==> src/rtl/uart_rx.sv <==
// UART receiver: 2-flop synchronizer, mid-bit sampling, one-cycle ready/frame-error strobes.
// Define UART_RX_PARITY_EN to add a parity bit after the data bits and the o_parity_err output.
module uart_rx #(
    parameter int CLKS_PER_BIT = 8,
    parameter int DATA_BITS    = 8,
    parameter int PARITY_ODD   = 0
) (
    input  logic                 i_clk,
    input  logic                 i_rst,
    input  logic                 i_uart_rx,
    output logic [DATA_BITS-1:0] o_data,
    output logic                 o_ready,
    output logic                 o_frame_err,
`ifdef UART_RX_PARITY_EN
    output logic                 o_parity_err,
`endif
    output logic                 o_busy
);

    localparam int CNT_W = $clog2(CLKS_PER_BIT);
    localparam int IDX_W = $clog2(DATA_BITS + 1);
    localparam int HALF  = CLKS_PER_BIT / 2;

    generate
        if (CLKS_PER_BIT < 4 || (CLKS_PER_BIT % 2) != 0) begin : g_bad_cpb
            $error("uart_rx: CLKS_PER_BIT must be even and >= 4");
        end
        if (DATA_BITS < 5 || DATA_BITS > 9) begin : g_bad_db
            $error("uart_rx: DATA_BITS must be in 5..9");
        end
        if (PARITY_ODD != 0 && PARITY_ODD != 1) begin : g_bad_par
            $error("uart_rx: PARITY_ODD must be 0 or 1");
        end
    endgenerate

`ifdef UART_RX_PARITY_EN
    typedef enum logic [2:0] {
        S_IDLE,
        S_START,
        S_DATA,
        S_PARITY,
        S_STOP,
        S_WAIT_HIGH
    } state_t;
`else
    typedef enum logic [2:0] {
        S_IDLE,
        S_START,
        S_DATA,
        S_STOP,
        S_WAIT_HIGH
    } state_t;
`endif

    logic                 r_sync1;
    logic                 r_sync2;
    logic                 w_rx_s;

    state_t               r_state;
    state_t               w_state_nxt;
    logic [CNT_W-1:0]     r_cnt;
    logic [CNT_W-1:0]     w_cnt_nxt;
    logic [IDX_W-1:0]     r_idx;
    logic [IDX_W-1:0]     w_idx_nxt;
    logic [DATA_BITS-1:0] r_shift;
    logic [DATA_BITS-1:0] w_shift_nxt;
    logic [DATA_BITS-1:0] r_data;
    logic [DATA_BITS-1:0] w_data_nxt;
    logic                 r_ready;
    logic                 w_ready_nxt;
    logic                 r_frame_err;
    logic                 w_frame_err_nxt;
    logic                 w_half_done;
    logic                 w_bit_done;
`ifdef UART_RX_PARITY_EN
    logic                 r_par_bit;
    logic                 w_par_bit_nxt;
    logic                 r_parity_err;
    logic                 w_parity_err_nxt;
    logic                 w_par_exp;
`endif

    // Line is idle-high, so the synchronizer resets to 1 to avoid a false start edge.
    always_ff @(posedge i_clk or posedge i_rst) begin
        if (i_rst) begin
            r_sync1 <= 1'b1;
            r_sync2 <= 1'b1;
        end else begin
            r_sync1 <= i_uart_rx;
            r_sync2 <= r_sync1;
        end
    end

    assign w_rx_s      = r_sync2;
    assign w_half_done = (r_cnt == CNT_W'(HALF - 1));
    assign w_bit_done  = (r_cnt == CNT_W'(CLKS_PER_BIT - 1));
`ifdef UART_RX_PARITY_EN
    assign w_par_exp   = (^r_shift) ^ (PARITY_ODD != 0);
`endif

    always_ff @(posedge i_clk or posedge i_rst) begin
        if (i_rst) begin
            r_state      <= S_IDLE;
            r_cnt        <= '0;
            r_idx        <= '0;
            r_shift      <= '0;
            r_data       <= '0;
            r_ready      <= 1'b0;
            r_frame_err  <= 1'b0;
`ifdef UART_RX_PARITY_EN
            r_par_bit    <= 1'b0;
            r_parity_err <= 1'b0;
`endif
        end else begin
            r_state      <= w_state_nxt;
            r_cnt        <= w_cnt_nxt;
            r_idx        <= w_idx_nxt;
            r_shift      <= w_shift_nxt;
            r_data       <= w_data_nxt;
            r_ready      <= w_ready_nxt;
            r_frame_err  <= w_frame_err_nxt;
`ifdef UART_RX_PARITY_EN
            r_par_bit    <= w_par_bit_nxt;
            r_parity_err <= w_parity_err_nxt;
`endif
        end
    end

    always_comb begin
        w_state_nxt      = r_state;
        w_cnt_nxt        = r_cnt;
        w_idx_nxt        = r_idx;
        w_shift_nxt      = r_shift;
        w_data_nxt       = r_data;
        w_ready_nxt      = 1'b0;
        w_frame_err_nxt  = 1'b0;
`ifdef UART_RX_PARITY_EN
        w_par_bit_nxt    = r_par_bit;
        w_parity_err_nxt = 1'b0;
`endif
        unique case (r_state)
            S_IDLE: begin
                w_cnt_nxt = '0;
                if (!w_rx_s) begin
                    w_state_nxt = S_START;
                end
            end
            S_START: begin
                if (w_half_done) begin
                    w_cnt_nxt = '0;
                    w_idx_nxt = '0;
                    // A start bit that is high again at mid-bit was a glitch.
                    w_state_nxt = w_rx_s ? S_IDLE : S_DATA;
                end else begin
                    w_cnt_nxt = r_cnt + CNT_W'(1);
                end
            end
            S_DATA: begin
                if (w_bit_done) begin
                    w_cnt_nxt   = '0;
                    w_shift_nxt = {w_rx_s, r_shift[DATA_BITS-1:1]};
                    w_idx_nxt   = r_idx + IDX_W'(1);
                    if (r_idx == IDX_W'(DATA_BITS - 1)) begin
`ifdef UART_RX_PARITY_EN
                        w_state_nxt = S_PARITY;
`else
                        w_state_nxt = S_STOP;
`endif
                    end
                end else begin
                    w_cnt_nxt = r_cnt + CNT_W'(1);
                end
            end
`ifdef UART_RX_PARITY_EN
            S_PARITY: begin
                if (w_bit_done) begin
                    w_cnt_nxt     = '0;
                    w_par_bit_nxt = w_rx_s;
                    w_state_nxt   = S_STOP;
                end else begin
                    w_cnt_nxt = r_cnt + CNT_W'(1);
                end
            end
`endif
            S_STOP: begin
                if (w_bit_done) begin
                    w_cnt_nxt = '0;
                    if (w_rx_s) begin
                        w_data_nxt  = r_shift;
                        w_ready_nxt = 1'b1;
`ifdef UART_RX_PARITY_EN
                        w_parity_err_nxt = (r_par_bit != w_par_exp);
`endif
                        w_state_nxt = S_IDLE;
                    end else begin
                        w_frame_err_nxt = 1'b1;
                        w_state_nxt     = S_WAIT_HIGH;
                    end
                end else begin
                    w_cnt_nxt = r_cnt + CNT_W'(1);
                end
            end
            S_WAIT_HIGH: begin
                // Hold off until the line returns high so a break is not read as frames.
                w_cnt_nxt = '0;
                if (w_rx_s) begin
                    w_state_nxt = S_IDLE;
                end
            end
            default: begin
                w_state_nxt = S_IDLE;
                w_cnt_nxt   = '0;
            end
        endcase
    end

    assign o_data       = r_data;
    assign o_ready      = r_ready;
    assign o_frame_err  = r_frame_err;
`ifdef UART_RX_PARITY_EN
    assign o_parity_err = r_parity_err;
`endif
    assign o_busy       = (r_state != S_IDLE);

endmodule

==> config.mk <==
export PLATFORM = sky130hd
export DESIGN_NAME = uart_rx
export DESIGN_NICKNAME = d
export VERILOG_FILES = /design/src/rtl/uart_rx.sv
export SDC_FILE = /design/constraint.sdc
export NUM_CORES = 1
export LEC_CHECK = 0
export CAP_MARGIN = 20
export CORE_MARGIN = 2
export CORE_UTILIZATION = 35
export CTS_CLUSTER_DIAMETER = 60
export DETAILED_ROUTE_END_ITERATION = 12
export DONT_BUFFER_PORTS = 1
export GPL_TIMING_DRIVEN = 0
export HOLD_SLACK_MARGIN = 0.02
export PLACE_DENSITY = 0.51
export SETUP_SLACK_MARGIN = 0.1
export SKIP_CTS_REPAIR_TIMING = 1
export SKIP_LAST_GASP = 1
export SLEW_MARGIN = 20
export SYNTH_ARGS = -nofsm -noshare
export SYNTH_HDL_FRONTEND = slang
export SYNTH_SLANG_ARGS = --single-unit
==> constraint.sdc <==
create_clock -name i_clk -period 2.9 [get_ports i_clk]
set_input_delay 0.58 -clock i_clk [delete_from_list [all_inputs] [get_ports i_clk]]
set_output_delay 0.58 -clock i_clk [all_outputs]
set_load 0.02 [all_outputs]
### Yosys cells after proc, flatten, opt, wreduce, memory -nomap -nowiden

Cells that the tools add are included.
W data, S select, Z words.

| word-level totals | value |
|---|---|
| bits of input ports | 3 |
| output and inout bits | 11 |
| logic and storage cells | 53 |
| bits in registers | 30 |

| operators by class | value |
|---|---|
| eq/ne operators | 13 |
| reduce and logical (&&, ||, !) cells | 8 |
| multiplexer cells | 21 |
| add/subtract/negate cells | 2 |

Operator list:

| operator | number |
|---|---|
| $mux W3 | 9 |
| $pmux W3 S5 | 1 |
| $ne A2 B2 Y1 const B | 6 |
| $eq A3 B2 Y1 const B | 3 |
| $mux W4 | 2 |
| $pmux W4 S2 | 1 |
| $eq A3 B3 Y1 const B | 2 |
| $mux W1 | 6 |
| $pmux W3 S2 | 1 |
| $reduce_and A3 Y1 | 2 |
| $reduce_and A6 Y1 | 1 |
| $add A4 B1 Y4 const B | 1 |
| $eq A4 B3 Y1 const B | 1 |
| $add A3 B1 Y3 const B | 1 |
| $eq A3 B1 Y1 const B | 1 |
| $logic_not A3 Y1 | 1 |
| $reduce_bool A3 Y1 | 1 |
| $mux W2 | 1 |
| $reduce_and A2 Y1 | 1 |
| $reduce_bool A2 Y1 | 1 |
| $reduce_or A2 Y1 | 1 |

### Depth between registers and ports, before layout

| logic depth | value |
|---|---|
| depth in word-level cells | 4 |
| mapped depth | 6 |
| gate-level depth less buffers | 6 |

### Worst setup path before layout

No wires, ideal clock.

| timing | value |
|---|---|
| path kind | reg-to-reg |
| from | register r_cnt[0] |
| to | register r_data[0] (netlist: o_data[0]) |
| required time | 2.775 ns |
| buffers on the path | 1 |
| slack | 1.165 ns |
| cell stages (with the launch flop) | 7 |
| arrival time | 1.611 ns |
| library setup time | 0.125 ns |
| period minus slack after synthesis | 1.735 ns |
| cell sequence | dfrtp_1 -> ha_1 -> ha_1 -> and3b_1 -> and3_1 -> buf_2 -> mux2_2 |

| between the ends | value |
|---|---|
| word-level cells in the longest chain between the ends | 2 |

Ends and longest elaborated chain:

| what | line | text |
|---|---|---|
| start: declaration | 61 | `logic [CNT_W-1:0] r_cnt;` |
| start signal: assignment | 116 | `r_cnt <= w_cnt_nxt;` |
| $eq A3 B3 Y1 | 96 | `assign w_bit_done = (r_cnt == CNT_W'(CLKS_PER_BIT - 1));` |
| $reduce_and A3 Y1 (no source line) | n/a |  |
| end signal: assignment | 119 | `r_data <= w_data_nxt;` |
| end: declaration | 67 | `logic [DATA_BITS-1:0] r_data;` |

Every way passes these cells.
A chain may end at the register's enable or synchronous reset.

### Worst setup path after layout

| timing | value |
|---|---|
| from | register r_state[0] |
| to | output o_busy |

| between the ends | value |
|---|---|
| word-level cells in the longest chain between the ends | 1 |

Ends and longest elaborated chain:

| what | line | text |
|---|---|---|
| start: declaration | 59 | `state_t r_state;` |
| start signal: assignment | 115 | `r_state <= w_state_nxt;` |
| $reduce_bool A3 Y1 | 223 | `assign o_busy = (r_state != S_IDLE);` |
| end: declaration | 17 | `output logic o_busy` |

Every way passes these cells.

==> results.py <==
metrics = {
    "critical_path": {
        "worstReg2RegStart": "r_cnt[0]",
        "slowest_delay_ns": 0.52,
        "worstPathCellList": "clkbuf_1, or3_1",
        "path_class": "flip-flop to output port",
        "critPathRequiredTime_ns": 2.32,
        "reg2reg_to": "o_data[3]",
        "r2r_cells": 6,
        "cp-start-kind": "flip-flop",
        "cp.arrival_ns": 1.49,
        "end_kind": "output port",
        "slowest_stage": "or3_1",
        "critPathMaxFanout": 10,
        "rrSetupSlack_ns": 0.90,
    },
    "die": {
        "die_width_um": 65.9,
        "coreArea_um2": 3660,
        "start_util": 0.367,
        "die_area_um2": 4350,
        "die_h_um": 65.9,
        "fp-row-count": 22,
        "ioPinCount": 14,
    },
    "cts": {
        "cts_max_level": 2,
        "cts-root-buf": "clkbuf_8",
        "numClockSinks": 30,
        "cts_tree": "yes",
        "numCtsBuffers": 5,
        "clkTransAtPathRegs_ns": 0.06,
        "cts_buffer_depth": 2,
        "clock_latency_ns": 0.27,
    },
    "timing": {
        "finalCritPeriodShare": 0.713,
        "period_needed_ns": 2.07,
        "clock_skew_ns": 0.00550,
        "fmax_ghz": 0.483,
        "final_hold_viol_count": 0,
        "worst_slew_pin_slew_ns": 0.597,
        "setup-violations-final": 0,
        "fin_setup_tns_ns": 0,
        "timing.final.ws_setup_ns": 0.831,
        "drv_slew": 0,
        "slew_headroom": 0.601,
        "rsz0062_at_grt": "false",
    },
    "synthesis": {
        "synthCells": 108,
        "ys_ff_latch": 30,
        "synth.largest_area_cell": "dfrtp_1",
        "yosysWarnings": 0,
        "synth_fp_nets": 117,
        "yosysSeqAreaShare": 0.561,
        "synth.distinct_cells": 31,
        "synth_area_um2": 1340,
        "netlist.area_leader.share": 0.522,
        "synth_area_leaders": "dfrtp_1 52%, mux2_2 14%, ha_1 5.6%, dfstp_2 3.9%, inv_1 2.2%",
        "avgSynthCellArea_um2": 12.4,
    },
    "routing": {
        "routed_wl_um": 2220,
        "vias_per_cell": 5.00,
        "wire_per_inst_um": 13.5,
        "drc": 0,
        "first_iter_violations": 38,
        "ant_nets": 0,
        "drt_first_pass_iters": 4,
        "vias": 825,
    },
    "global_route": {
        "grt_max_degree": 18,
        "antenna_found_initial": 0,
        "gr-total-overflow": 0,
        "grt_pass1_vias": 820,
        "track_usage": 0.122,
        "grt_pass1_wl_um": 3920,
    },
    "final_layout": {
        "diodes": 0,
        "drive_gt1_frac": 0.256,
        "multi_input_area_um2": 543,
        "nFillCells": 345,
        "stdcell_area_um2": 1520,
        "layout.nets": 125,
        "fin_cells": 165,
        "syn_to_final_growth_pct": 13.3,
        "regArea_um2": 753,
    },
    "power_and_ir_drop": {
        "total_power_mw": 1.09,
        "peakVddDrop_mv": 0.374,
        "p_leak_nw": 0.711,
        "cellPowerDensity_nw_per_um2": 719,
    },
    "place": {
        "dpl_worst_slack_ns": 0.890,
        "dp.final_hpwl_um": 1600,
        "dp_cells": 157,
        "place.gp.congestion": 0.798,
        "place_area_um2": 1430,
        "io_buffer_count": 0,
    },
    "min_path": {
        "holdCritPathClass": "input pin to asynchronous set/reset pin",
    },
    "job": {
        "cap_violations": 0,
    },
    "run_status": {
        "status": "finished clean",
    },
}
-- layout by cell type (no fill, tap or decap), types with 2 or more instances in the layout --
cell      synthesis  routed
inv_1             8       8
nand3b_1          2       2
ha_1              6       6
mux2_2           17      17
nand3_1           2       2
and3_1            2       2
a21oi_1           5       5
dfrtp_1          28      28
and3b_1           2       2
a211oi_1          2       2
clkbuf_1          3       4
nand2_1           5       5
nor3b_1           4       4
dfstp_2           2       2
clkbuf_8          0       6
nor2_1            4       4
-- per-stage QoR --
step | util | hold slack (ns)
3_3_place_gp | 0.383 | 0.347
5_1_grt | 0.416 | 0.287
2_1_floorplan | - | 0.345
6_report | 0.416 | 0.254
4_1_cts | 0.416 | 0.276
3_5_place_dp | 0.391 | 0.349
-- power breakdown --
| part | total (mW) | switching [mW] | internal, mW |
|---|---|---|---|
| logic | 0.249 | 0.136 | 0.113 |
| registers | 0.507 | 0.0442 | 0.463 |
| clock network | 0.338 | 0.147 | 0.191 |
-- cell usage after synthesis --
| library cell | n |
|---|---|
| nand2_1 | 5 |
| buf_2 | 1 |
| nand3_1 | 2 |
| dfstp_2 | 2 |
| or3b_4 | 1 |
| dfrtp_1 | 28 |
| o22a_1 | 1 |
| or3_1 | 1 |
| a22oi_1 | 1 |
| o22ai_1 | 1 |
| ha_1 | 6 |
| inv_1 | 8 |
| nor3_1 | 1 |
| a211oi_1 | 2 |
| nand2b_1 | 1 |
| or4_1 | 1 |
| mux2_2 | 17 |
| and3b_1 | 2 |
| nor3b_1 | 4 |
| nor4bb_1 | 1 |
| nand3b_1 | 2 |
| a21oi_1 | 5 |
| o211ai_1 | 1 |
| nand4_1 | 1 |
| nor2_4 | 1 |
| clkbuf_1 | 3 |
| o2bb2ai_1 | 1 |
| mux2i_1 | 1 |
| nor2_1 | 4 |
| and3_1 | 2 |
| o21ai_0 | 1 |
-- cell type report --
type | instances | area share
multi-input combinational | 66 | 0.357
buffer | 4 | 0.0107
inverter | 8 | 0.0197
clock buffer | 7 | 0.0567
clock inverter | 1 | 0.00329
timing repair buffer | 1 | 0.0181
tap | 48 | 0.0395
sequential | 30 | 0.495
-- worst max path at each step --
stage                     slack [ns]       start         to  depth (start not counted)
after detailed placement        0.89    r_cnt[0]  o_data[3]                          6
after floorplan                 1.16    r_cnt[0]  o_data[0]                          6
after global placement          0.96    r_cnt[0]  o_data[7]                          6
final                           0.83  r_state[0]     o_busy                          2
after global routing            0.76    r_cnt[0]  o_data[3]                          6
after CTS                       0.81  r_state[0]     o_busy                          2
-- layer usage --
metal	vias up	part of all wire	wire, um	GRT usage
met5	-	0	0	0
met3	7	0.048	106	0.0477
met1	406	0.48	1070	0.164
met2	17	0.46	1010	0.176
met4	0	0.015	34	0.0536
li1	395	-	-	-
-- registers in the layout, indices dropped and copies added (netlist names) --
signal / count
r_shift: 8
r_sync1: 1
o_ready: 1
r_sync2: 1
o_frame_err: 1
r_cnt: 3
r_state: 3
r_idx: 4
o_data: 8
-- worst max-delay path, delay by kind of cell (launching register included) --
family | cells | cell delay (ns)
AND/OR/NAND/NOR | 1 | 0.52
flip-flops | 1 | 0.45
buffers and inverters | 1 | 0.24
-- logic make-up (layout without fill, tap and decap cells) --
kind of cell / after synthesis / after routing / share of synthesized area
buffers and inverters: 12 / 21 / 0.0345
adder cells (fa/ha/maj): 6 / 6 / 0.0559
flip-flops: 30 / 30 / 0.561
multiplexers: 18 / 18 / 0.150
AO/OA/AOI/OAI: 13 / 13 / 0.0624
AND/OR/NAND/NOR: 29 / 29 / 0.136
Note: power is estimated with default switching activity, not from simulation.
